File: src/rtl/branch_history_buffer.sv
// Local-history stage ahead of the pattern tables: tagged per-PC history lookup, in-flight queue, trained write-back.
// Optional BHB_BYPASS_EN forwards a same-cycle trained history to a hitting lookup.
module branch_history_buffer #(
    parameter int ENTRY_WIDTH = 4,
    parameter int HIST_WIDTH  = 3,
    parameter int QUEUE_DEPTH = 4
) (
    input  logic                  clk,
    input  logic                  rst,
    input  logic                  lookup_valid,
    input  logic [9:0]            pc,
    output logic                  lookup_ready,
    output logic                  hit,
    output logic [HIST_WIDTH-1:0] prev_history,
    output logic                  evict,
    input  logic                  resolve_valid,
    input  logic                  resolve_taken,
    input  logic                  flush,
    output logic                  we,
    output logic [9:0]            old_pc,
    output logic [HIST_WIDTH-1:0] update_history,
    output logic                  branch_taken
);
    localparam int NUM_ENTRIES = 1 << ENTRY_WIDTH;
    localparam int TAG_WIDTH   = 10 - ENTRY_WIDTH;
    localparam int PTR_WIDTH   = $clog2(QUEUE_DEPTH);
    localparam int CNT_WIDTH   = $clog2(QUEUE_DEPTH) + 1;

    // History table
    logic [NUM_ENTRIES-1:0] valid_q, valid_d;
    logic [TAG_WIDTH-1:0]   tag_q  [NUM_ENTRIES];
    logic [TAG_WIDTH-1:0]   tag_d  [NUM_ENTRIES];
    logic [HIST_WIDTH-1:0]  hist_q [NUM_ENTRIES];
    logic [HIST_WIDTH-1:0]  hist_d [NUM_ENTRIES];

    // In-flight queue
    logic [9:0]            qpc_q   [QUEUE_DEPTH];
    logic [9:0]            qpc_d   [QUEUE_DEPTH];
    logic [HIST_WIDTH-1:0] qhist_q [QUEUE_DEPTH];
    logic [HIST_WIDTH-1:0] qhist_d [QUEUE_DEPTH];
    logic [PTR_WIDTH-1:0]  wr_ptr_q, wr_ptr_d;
    logic [PTR_WIDTH-1:0]  rd_ptr_q, rd_ptr_d;
    logic [CNT_WIDTH-1:0]  count_q, count_d;

    // Write-back registers
    logic                  we_q, we_d;
    logic [9:0]            old_pc_q, old_pc_d;
    logic [HIST_WIDTH-1:0] update_history_q, update_history_d;
    logic                  branch_taken_q, branch_taken_d;

    logic [ENTRY_WIDTH-1:0] lk_idx;
    logic [TAG_WIDTH-1:0]   lk_tag;
    logic                   lk_entry_valid;
    logic                   lk_match;
    logic                   full;
    logic                   empty;
    logic                   lookup_acc;
    logic                   resolve_acc;
    logic                   alloc_en;
    logic [9:0]             head_pc;
    logic [HIST_WIDTH-1:0]  head_hist;
    logic [ENTRY_WIDTH-1:0] head_idx;
    logic [TAG_WIDTH-1:0]   head_tag;
    logic                   train_en;
    logic [HIST_WIDTH-1:0]  trained_hist;
    logic [NUM_ENTRIES-1:0] alloc_sel;
    logic [NUM_ENTRIES-1:0] train_sel;

    assign lk_idx         = pc[ENTRY_WIDTH-1:0];
    assign lk_tag         = pc[9:ENTRY_WIDTH];
    assign lk_entry_valid = valid_q[lk_idx];
    assign lk_match       = (tag_q[lk_idx] == lk_tag);

    assign hit   = lookup_valid && lk_entry_valid && lk_match;
    assign evict = lookup_valid && lk_entry_valid && !lk_match;

    assign full         = (count_q == CNT_WIDTH'(QUEUE_DEPTH));
    assign empty        = (count_q == '0);
    assign lookup_ready = !full && !flush;
    assign lookup_acc   = lookup_valid && lookup_ready;
    assign resolve_acc  = resolve_valid && !empty && !flush;
    assign alloc_en     = lookup_acc && !hit;

    assign head_pc      = qpc_q[rd_ptr_q];
    assign head_hist    = qhist_q[rd_ptr_q];
    assign head_idx     = head_pc[ENTRY_WIDTH-1:0];
    assign head_tag     = head_pc[9:ENTRY_WIDTH];
    assign train_en     = resolve_acc && valid_q[head_idx] && (tag_q[head_idx] == head_tag);
    assign trained_hist = {hist_q[head_idx][HIST_WIDTH-2:0], resolve_taken};

    // A hit at the trained index implies the same tag, so the index compare suffices.
    always_comb begin
        prev_history = '0;
        if (hit) begin
            prev_history = hist_q[lk_idx];
        end
`ifdef BHB_BYPASS_EN
        if (hit && train_en && (head_idx == lk_idx)) begin
            prev_history = trained_hist;
        end
`endif
    end

    genvar gi;
    generate
        for (gi = 0; gi < NUM_ENTRIES; gi++) begin : g_sel
            assign alloc_sel[gi] = alloc_en && (lk_idx == ENTRY_WIDTH'(gi));
            assign train_sel[gi] = train_en && (head_idx == ENTRY_WIDTH'(gi));
        end
    endgenerate

    // Allocation takes priority over training when both target one entry.
    always_comb begin
        for (int i = 0; i < NUM_ENTRIES; i++) begin
            valid_d[i] = valid_q[i];
            tag_d[i]   = tag_q[i];
            hist_d[i]  = hist_q[i];
            if (alloc_sel[i]) begin
                valid_d[i] = 1'b1;
                tag_d[i]   = lk_tag;
                hist_d[i]  = '0;
            end else if (train_sel[i]) begin
                hist_d[i] = trained_hist;
            end
        end
    end

    always_comb begin
        wr_ptr_d = wr_ptr_q;
        rd_ptr_d = rd_ptr_q;
        count_d  = count_q;
        for (int i = 0; i < QUEUE_DEPTH; i++) begin
            qpc_d[i]   = qpc_q[i];
            qhist_d[i] = qhist_q[i];
        end
        if (flush) begin
            wr_ptr_d = '0;
            rd_ptr_d = '0;
            count_d  = '0;
        end else begin
            if (lookup_acc) begin
                for (int i = 0; i < QUEUE_DEPTH; i++) begin
                    if (PTR_WIDTH'(i) == wr_ptr_q) begin
                        qpc_d[i]   = pc;
                        qhist_d[i] = prev_history;
                    end
                end
                wr_ptr_d = wr_ptr_q + 1'b1;
            end
            if (resolve_acc) begin
                rd_ptr_d = rd_ptr_q + 1'b1;
            end
            case ({lookup_acc, resolve_acc})
                2'b10:   count_d = count_q + 1'b1;
                2'b01:   count_d = count_q - 1'b1;
                default: count_d = count_q;
            endcase
        end
    end

    always_comb begin
        we_d             = resolve_acc;
        old_pc_d         = old_pc_q;
        update_history_d = update_history_q;
        branch_taken_d   = branch_taken_q;
        if (resolve_acc) begin
            old_pc_d         = head_pc;
            update_history_d = head_hist;
            branch_taken_d   = resolve_taken;
        end
    end

    always_ff @(posedge clk) begin
        if (rst) begin
            valid_q <= '0;
            for (int i = 0; i < NUM_ENTRIES; i++) begin
                tag_q[i]  <= '0;
                hist_q[i] <= '0;
            end
            for (int i = 0; i < QUEUE_DEPTH; i++) begin
                qpc_q[i]   <= '0;
                qhist_q[i] <= '0;
            end
            wr_ptr_q         <= '0;
            rd_ptr_q         <= '0;
            count_q          <= '0;
            we_q             <= 1'b0;
            old_pc_q         <= '0;
            update_history_q <= '0;
            branch_taken_q   <= 1'b0;
        end else begin
            valid_q          <= valid_d;
            tag_q            <= tag_d;
            hist_q           <= hist_d;
            qpc_q            <= qpc_d;
            qhist_q          <= qhist_d;
            wr_ptr_q         <= wr_ptr_d;
            rd_ptr_q         <= rd_ptr_d;
            count_q          <= count_d;
            we_q             <= we_d;
            old_pc_q         <= old_pc_d;
            update_history_q <= update_history_d;
            branch_taken_q   <= branch_taken_d;
        end
    end

    assign we             = we_q;
    assign old_pc         = old_pc_q;
    assign update_history = update_history_q;
    assign branch_taken   = branch_taken_q;

endmodule

File: config.mk
export PLATFORM = sky130hd
export DESIGN_NAME = branch_history_buffer
export DESIGN_NICKNAME = d
export VERILOG_FILES = /design/src/rtl/branch_history_buffer.sv
export SDC_FILE = /design/constraint.sdc
export NUM_CORES = 1
export LEC_CHECK = 0
export CAP_MARGIN = 20
export CORE_ASPECT_RATIO = 1.75
export CORE_MARGIN = 4
export CORE_UTILIZATION = 65
export CTS_CLUSTER_SIZE = 16
export DETAILED_ROUTE_END_ITERATION = 6
export HOLD_SLACK_MARGIN = 0.08
export PLACE_DENSITY = 0.88
export SLEW_MARGIN = 20
export SYNTH_ARGS = -nofsm -noshare
export SYNTH_HDL_FRONTEND = slang
export SYNTH_SLANG_ARGS = --single-unit
File: constraint.sdc
create_clock -name clk -period 7.4 [get_ports clk]
set_clock_uncertainty 0.1 [all_clocks]
set_input_delay 1.48 -clock clk [delete_from_list [all_inputs] [get_ports clk]]
set_output_delay 1.48 -clock clk [all_outputs]
set_load 0.01 [all_outputs]
=== Word level (Yosys, flattened, before mapping) ===
Cells that the tools add are included.

* Bits in registers: 234
* Bits in latches: 0
* Bits in writable memories: 0
* ROM bits: 0
* Bits of input ports: 16
* Output and inout port bits: 21
* Word-level logic and storage cells: 211
* Memories: 0

* $add $sub $neg: 4
* Multiply operators: 0
* Divide/modulo/power cells: 0
* Magnitude comparators: 5
* Equality and inequality tests: 38
* Shift operators: 0
* Mux-type cells: 24
* Bitwise gates (word level): 4
* Reduce and logical (&&, ||, !) cells: 73

{| class="wikitable"
|+ Operators by type and width
! kind !! count
|-
| $eq A4 B4 Y1 const B || 16
|-
| $bmux W6 S4 || 2
|-
| $logic_and A1 B1 Y1 || 42
|-
| $reduce_or A2 Y1 || 17
|-
| $eq A4 B3 Y1 const B || 8
|-
| $bmux W3 S4 || 2
|-
| $mux W6 || 4
|-
| $bmux W10 S2 || 1
|-
| $mux W10 || 2
|-
| $eq A4 B2 Y1 const B || 4
|-
| $mux W3 || 5
|-
| $eq A6 B6 Y1 || 2
|-
| $reduce_and A3 Y1 || 4
|-
| $ge A5 B5 Y1 const B || 2
|-
| $lt A4 B5 Y1 const B || 2
|-
| $not A4 Y5 || 2
|-
| $bmux W1 S4 || 2
|-
| $eq A4 B1 Y1 const B || 2
|-
| $logic_not A4 Y1 || 2
|-
| $bmux W3 S2 || 1
|-
| $pmux W3 S2 || 1
|-
| $logic_not A1 Y1 || 5
|-
| $add A2 B1 Y2 const B || 2
|-
| $eq A2 B2 Y1 const A || 2
|-
| 14 further kinds || 16
|}

=== Depth between registers and ports, before layout ===
* Depth in word-level cells: 11
* Gate-level depth with buffers: 14
* Mapped depth without buffers: 10

=== Worst setup path after synthesis ===
OpenSTA, ideal clock, no wires.

* Kind: input-to-output
* From: input port pc[0]
* To: output port prev_history[0]
* Data arrival time: 3957 ps
* Data required time: 5820 ps
* Slack: 1863 ps
* Stages on the path: 10
* Buffers on the path: 4
* Path through: buf_2 > buf_2 > mux4_2 > mux2i_1 > mux2i_1 > xor2_1 > nor3_2 > clkbuf_1 > and3_1 > clkbuf_1

* Word-level cells in the longest chain between the ends: 7
* Elaborated cells between the ends (all ways): 13
* Those cells by class: eq/ne: 1; mux: 9; bitwise: 1; reduce/logical: 2

{| class="wikitable"
|+ Ends and longest elaborated chain
! item !! line !! RTL
|-
| start: declaration || 11 || <nowiki>input logic [9:0] pc,</nowiki>
|-
| $not A4 Y5 (implied by the code) || 72, 95 ||
|-
| $bmux W6 S4 || 72 || <nowiki>assign lk_match = (tag_q[lk_idx] == lk_tag);</nowiki>
|-
| $mux W6 (implied by the code) (2 in series) || 72 ||
|-
| $eq A6 B6 Y1 || 72 ||
|-
| $logic_and A1 B1 Y1 || 74 || <nowiki>assign hit = lookup_valid && lk_entry_valid && lk_match;</nowiki>
|-
| $mux W3 * || 94 || <nowiki>if (hit) begin</nowiki>
|-
| end: declaration || 14 || <nowiki>output logic [HIST_WIDTH-1:0] prev_history,</nowiki>
|}

Mark *: on every way between the ends. The rest lies on a longest branch, timed or not. The select of a mux whose other input is x is not followed.

=== Worst setup path in the final report ===
* From: input port pc[3]
* To: output port prev_history[2]

Same word-level chain as after synthesis.

==> results.env <==
POSTCTS_RESIZE_CNT=0
DESIGN_POWER_TOTAL_mW=2.590
LAYOUT.FILLER_CELLS=1302
DRT_ITER0_DRC=1211
SETUP.WORST_PATH.START_CLASS='input pin'
FIN_TNS_SETUP_NS=0
VIASPERCELL=7.065
CRITPATHMOSTFREQUENTCELL='sky130_fd_sc_hd__mux2i_1'
FINALWIRELENGTH_UM=38430
PORT_BUFFERS=36
LAYOUT.CELLS.MOST_COMMON_LIST='234 x sky130_fd_sc_hd__dfxtp_1, 172 x sky130_fd_sc_hd__nand2_1, 158 x sky130_fd_sc_hd__mux2i_1'
CTS-BUFFERS-INSERTED=21
FINALHOLDVIOLATIONS=0
GLOBALROUTETOTALUTIL_PCT=34.92
M1WIRELENGTH_UM=12250
MIN-DELAY-PATH-CLASS='reg2reg'
FINALWEIGHTEDCONGESTION=0.9609
HOLDWS_NS=0.3540
DRT_DRC_VIOLATIONS_LEFT=0
POWERDENSITY_mW_PER_MM2=190.5
SYNTH.CELL_AREA_MM2=0.01259
MAX_STAGE_DELAY_NS=0.68
SETUP-VIOLATIONS-FINAL=0
POST-DP-HPWL_UM=25710
CRITPATHTOPFAMILY='buffers and inverters'
HOLD_PATH_DEPTH=2
LAYOUT_CELL_SHARE_WITH_DRIVE_STRENGTH_BEYOND_1_PCT=15.52
MAXCLOCKFREQUENCY_MHz=151.5
NUMBER_OF_GLOBAL_ROUTE_VIAS_BEFORE_REPAIR=10840
CTSROOTBUFFERMASTER='sky130_fd_sc_hd__clkbuf_16'
SYN-INSTANCE-COUNT=1309
RR_STARTPOINT='rd_ptr_q[0]'
IO_PINS=37
CTS.SINK_COUNT=234
CRIT_PATH_CELL_TRACE='buf_2 -> mux4_2 -> mux2i_1 -> mux2i_1 -> xnor2_1 -> and4_1 -> and3_1 -> clkdlybuf4s50_1'
POSTCTSSETUPREPAIRBUFS=0
AREA_OF_THE_DIE_MM2=0.02175
ANTENNA_VIOLATING_NETS_POST_ROUTE=0
SYNTH_SEQ_CELLS=234
CLKLATENCYLATEPIN_NS=0.52
MET3WIRELENGTH_UM=3559
CORE_REGION_AREA_MM2=0.01911
HOLD_END='qpc_q[14]'
LAYOUT.CELLS.MOST_COMMON='sky130_fd_sc_hd__dfxtp_1'
CRIT_FANOUT=34
WIRE_PER_INST_UM=25.10
R2R_CELLS=9
SYN-MEAN-INSTANCE-AREA_UM2=9.618
FP.DIEH_UM=192.1
LARGEST_NET_DEGREE_AT_THE_START_OF_GLOBAL_ROUTING=182
FIN_CRIT_SH_PCT=89.17
YOSYS_WARNINGS=0
TOTAL_LEAKAGE_POWER_nW=4.472
REG2REG_SETUP_SLACK_NS=2.58
CRITPATHBUFINV=2
ROW_COUNT=67
HOLD_START='qpc_q[14]'
CRITICAL_PATH_DEPTH=8
AREAGROWTHSYNTHTOFINISH_PCT=8.010
CTS_BUFFER_DEPTH=3
PLACE_WS_NS=0.9083
MAPPEDNETLISTNETS=1331
RSZ0062_AT_GRT='false'
FINALCRITICALPERIOD_NS=6.599
STATUS='complete, no violations'
FINAL_MAX_SLEW_VIOL_COUNT=0
SYNTH-SEQ-AREA-SHARE_PCT=37.21
FLOORPLAN.DIE.WIDTH_UM=113.2
WORST_SETUP_PATH_CATEGORY='in2out'
WORST_SETUP_PATH_END_KIND='output port'
CAP_VIOLATIONS=0
WL_MET2_UM=18350
DR_TOTAL_VIAS=10820
FINALWORSTSETUPSLACK_NS=0.8012
WORST_EP_REQUIRED_TIME_NS=5.82
TRITONCTS='yes'
INITIAL_ANTENNA_VIOLATION_COUNT=1
POST_SYNTH_NUM_CELL_TYPES=57
GRT_FIRST_PASS_WIRELENGTH_UM=59150
FIRST_PASS_ITERS=5
RELSLEWSLACK_PCT=24.58
CTS.HTREE.LEVELS=1
ENDPOINT_ARRIVAL_TIME_ON_THE_CRITICAL_PATH_NS=5.02
POWER.IR.VDD_WORST_V=0.0002264
TIGHTESTPINTRANSITION_NS=1.129
CP_SLOWEST_CELL='sky130_fd_sc_hd__buf_2'
START_UTIL_PCT=65.87
TOP_SIG_LAYER='met4'
GR-TOTAL-OVERFLOW=0
PATH_CLK_SLEW_NS=0.07
CRIT-REG2REG-CAPTURE='hist_q[8]'
FINAL_NETS=1301
CTS_HOLD_BUF=0
metrics by stage:
stage,instance area [um2],std cells,util [%]
floorplan,12590,1309,-
global placement,12940,1497,67.68
detailed placement,12940,1497,67.72
CTS,13590,1530,71.12
global route,13600,1531,71.14
finish,13600,1531,71.14
cell type report:
class                      instances  area [um2]  share of cell area [%]
sequential                       234        4684                   34.45
tap                              241       301.5                   2.218
multi-input combinational        943        7341                   53.98
inverter                          14       52.55                  0.3865
clock inverter                     8       78.83                  0.5797
clock buffer                      25       570.5                   4.196
antenna                            1       2.502                 0.01840
timing repair buffer              65       566.8                   4.168
worst max path at each step:
stage	start	endpoint
floorplan	pc[0]	prev_history[0]
global placement	pc[0]	prev_history[1]
detailed placement	pc[3]	prev_history[1]
CTS	pc[0]	prev_history[2]
global route	pc[0]	prev_history[1]
finish	pc[3]	prev_history[2]
power breakdown:
part	total [mW]	switching [mW]	internal, mW
Combinational	0.232	0.160	0.0728
Clock	1.08	0.498	0.585
Sequential	1.28	0.00751	1.27
Total	2.59	0.665	1.93
synthesized netlist by cell type (all sizes together):
library cell	count	area, um2
dfxtp	234	4684
nand2	172	645.6
mux2i	158	1582
a21oi	118	590.6
nor2	104	390.4
clkbuf	80	300.3
mux4	69	1554
nand3	60	305.3
buf	38	235.2
nand3b	37	281.5
mux2	36	409.1
nor3b	34	255.2
nor3	19	100.1
nor4	17	294.0
or3	15	93.84
inv	13	48.79
nor2b	10	62.56
a22oi	9	67.56
and3	9	56.30
o21ai	9	45.04
xnor2	9	78.83
xor2	9	78.83
nand2b	7	43.79
a21boi	6	45.04
ha	5	62.56
nand4	5	31.28
a221oi	4	41.29
o2111ai	3	26.28
o22ai	3	18.77
and2	2	12.51
and4	2	17.52
a2111oi	1	10.01
a211oi	1	7.510
a21o	1	7.510
a22o	1	8.760
a31oi	1	6.260
clkinv	1	3.750
fa	1	20.02
o211ai	1	12.51
o311ai	1	8.760
o32a	1	22.52
o32ai	1	8.760
or2	1	6.260
or3b	1	8.760
tightest hold or removal path, cell delays in order, from the launching register on:
cell and delay [ns]:
sky130_fd_sc_hd__dfxtp_1 0.31, sky130_fd_sc_hd__nand2_1 0.05, sky130_fd_sc_hd__a21oi_1 0.05
logic make-up after synthesis:
kind of cell	share of synthesized area (%)
muxes	28.16
buffers and inverters	4.671
and+or+nand+nor	20.69
AOI/OAI and AO/OA	7.364
DFF	37.21
adders and majority gates	0.6559
xor gates and xnor gates	1.252
registers in the layout (all words and copies together) (netlist names):
| register | cells |
|---|---|
| tag_q | 96 |
| hist_q | 48 |
| qpc_q | 40 |
| valid_q | 16 |
| qhist_q | 12 |
| old_pc | 10 |
| count_q | 3 |
| update_history | 3 |
| rd_ptr_q | 2 |
| wr_ptr_q | 2 |
| branch_taken | 1 |
| we | 1 |
layer usage:
metal / global-route usage (%) / up-vias
li1: - / 4620
met1: 37.32 / 5099
met2: 57.49 / 782
met3: 6.431 / 316
met4: 32.39 / 0
met5: 0 / -
(Power assumes the default switching activity.)
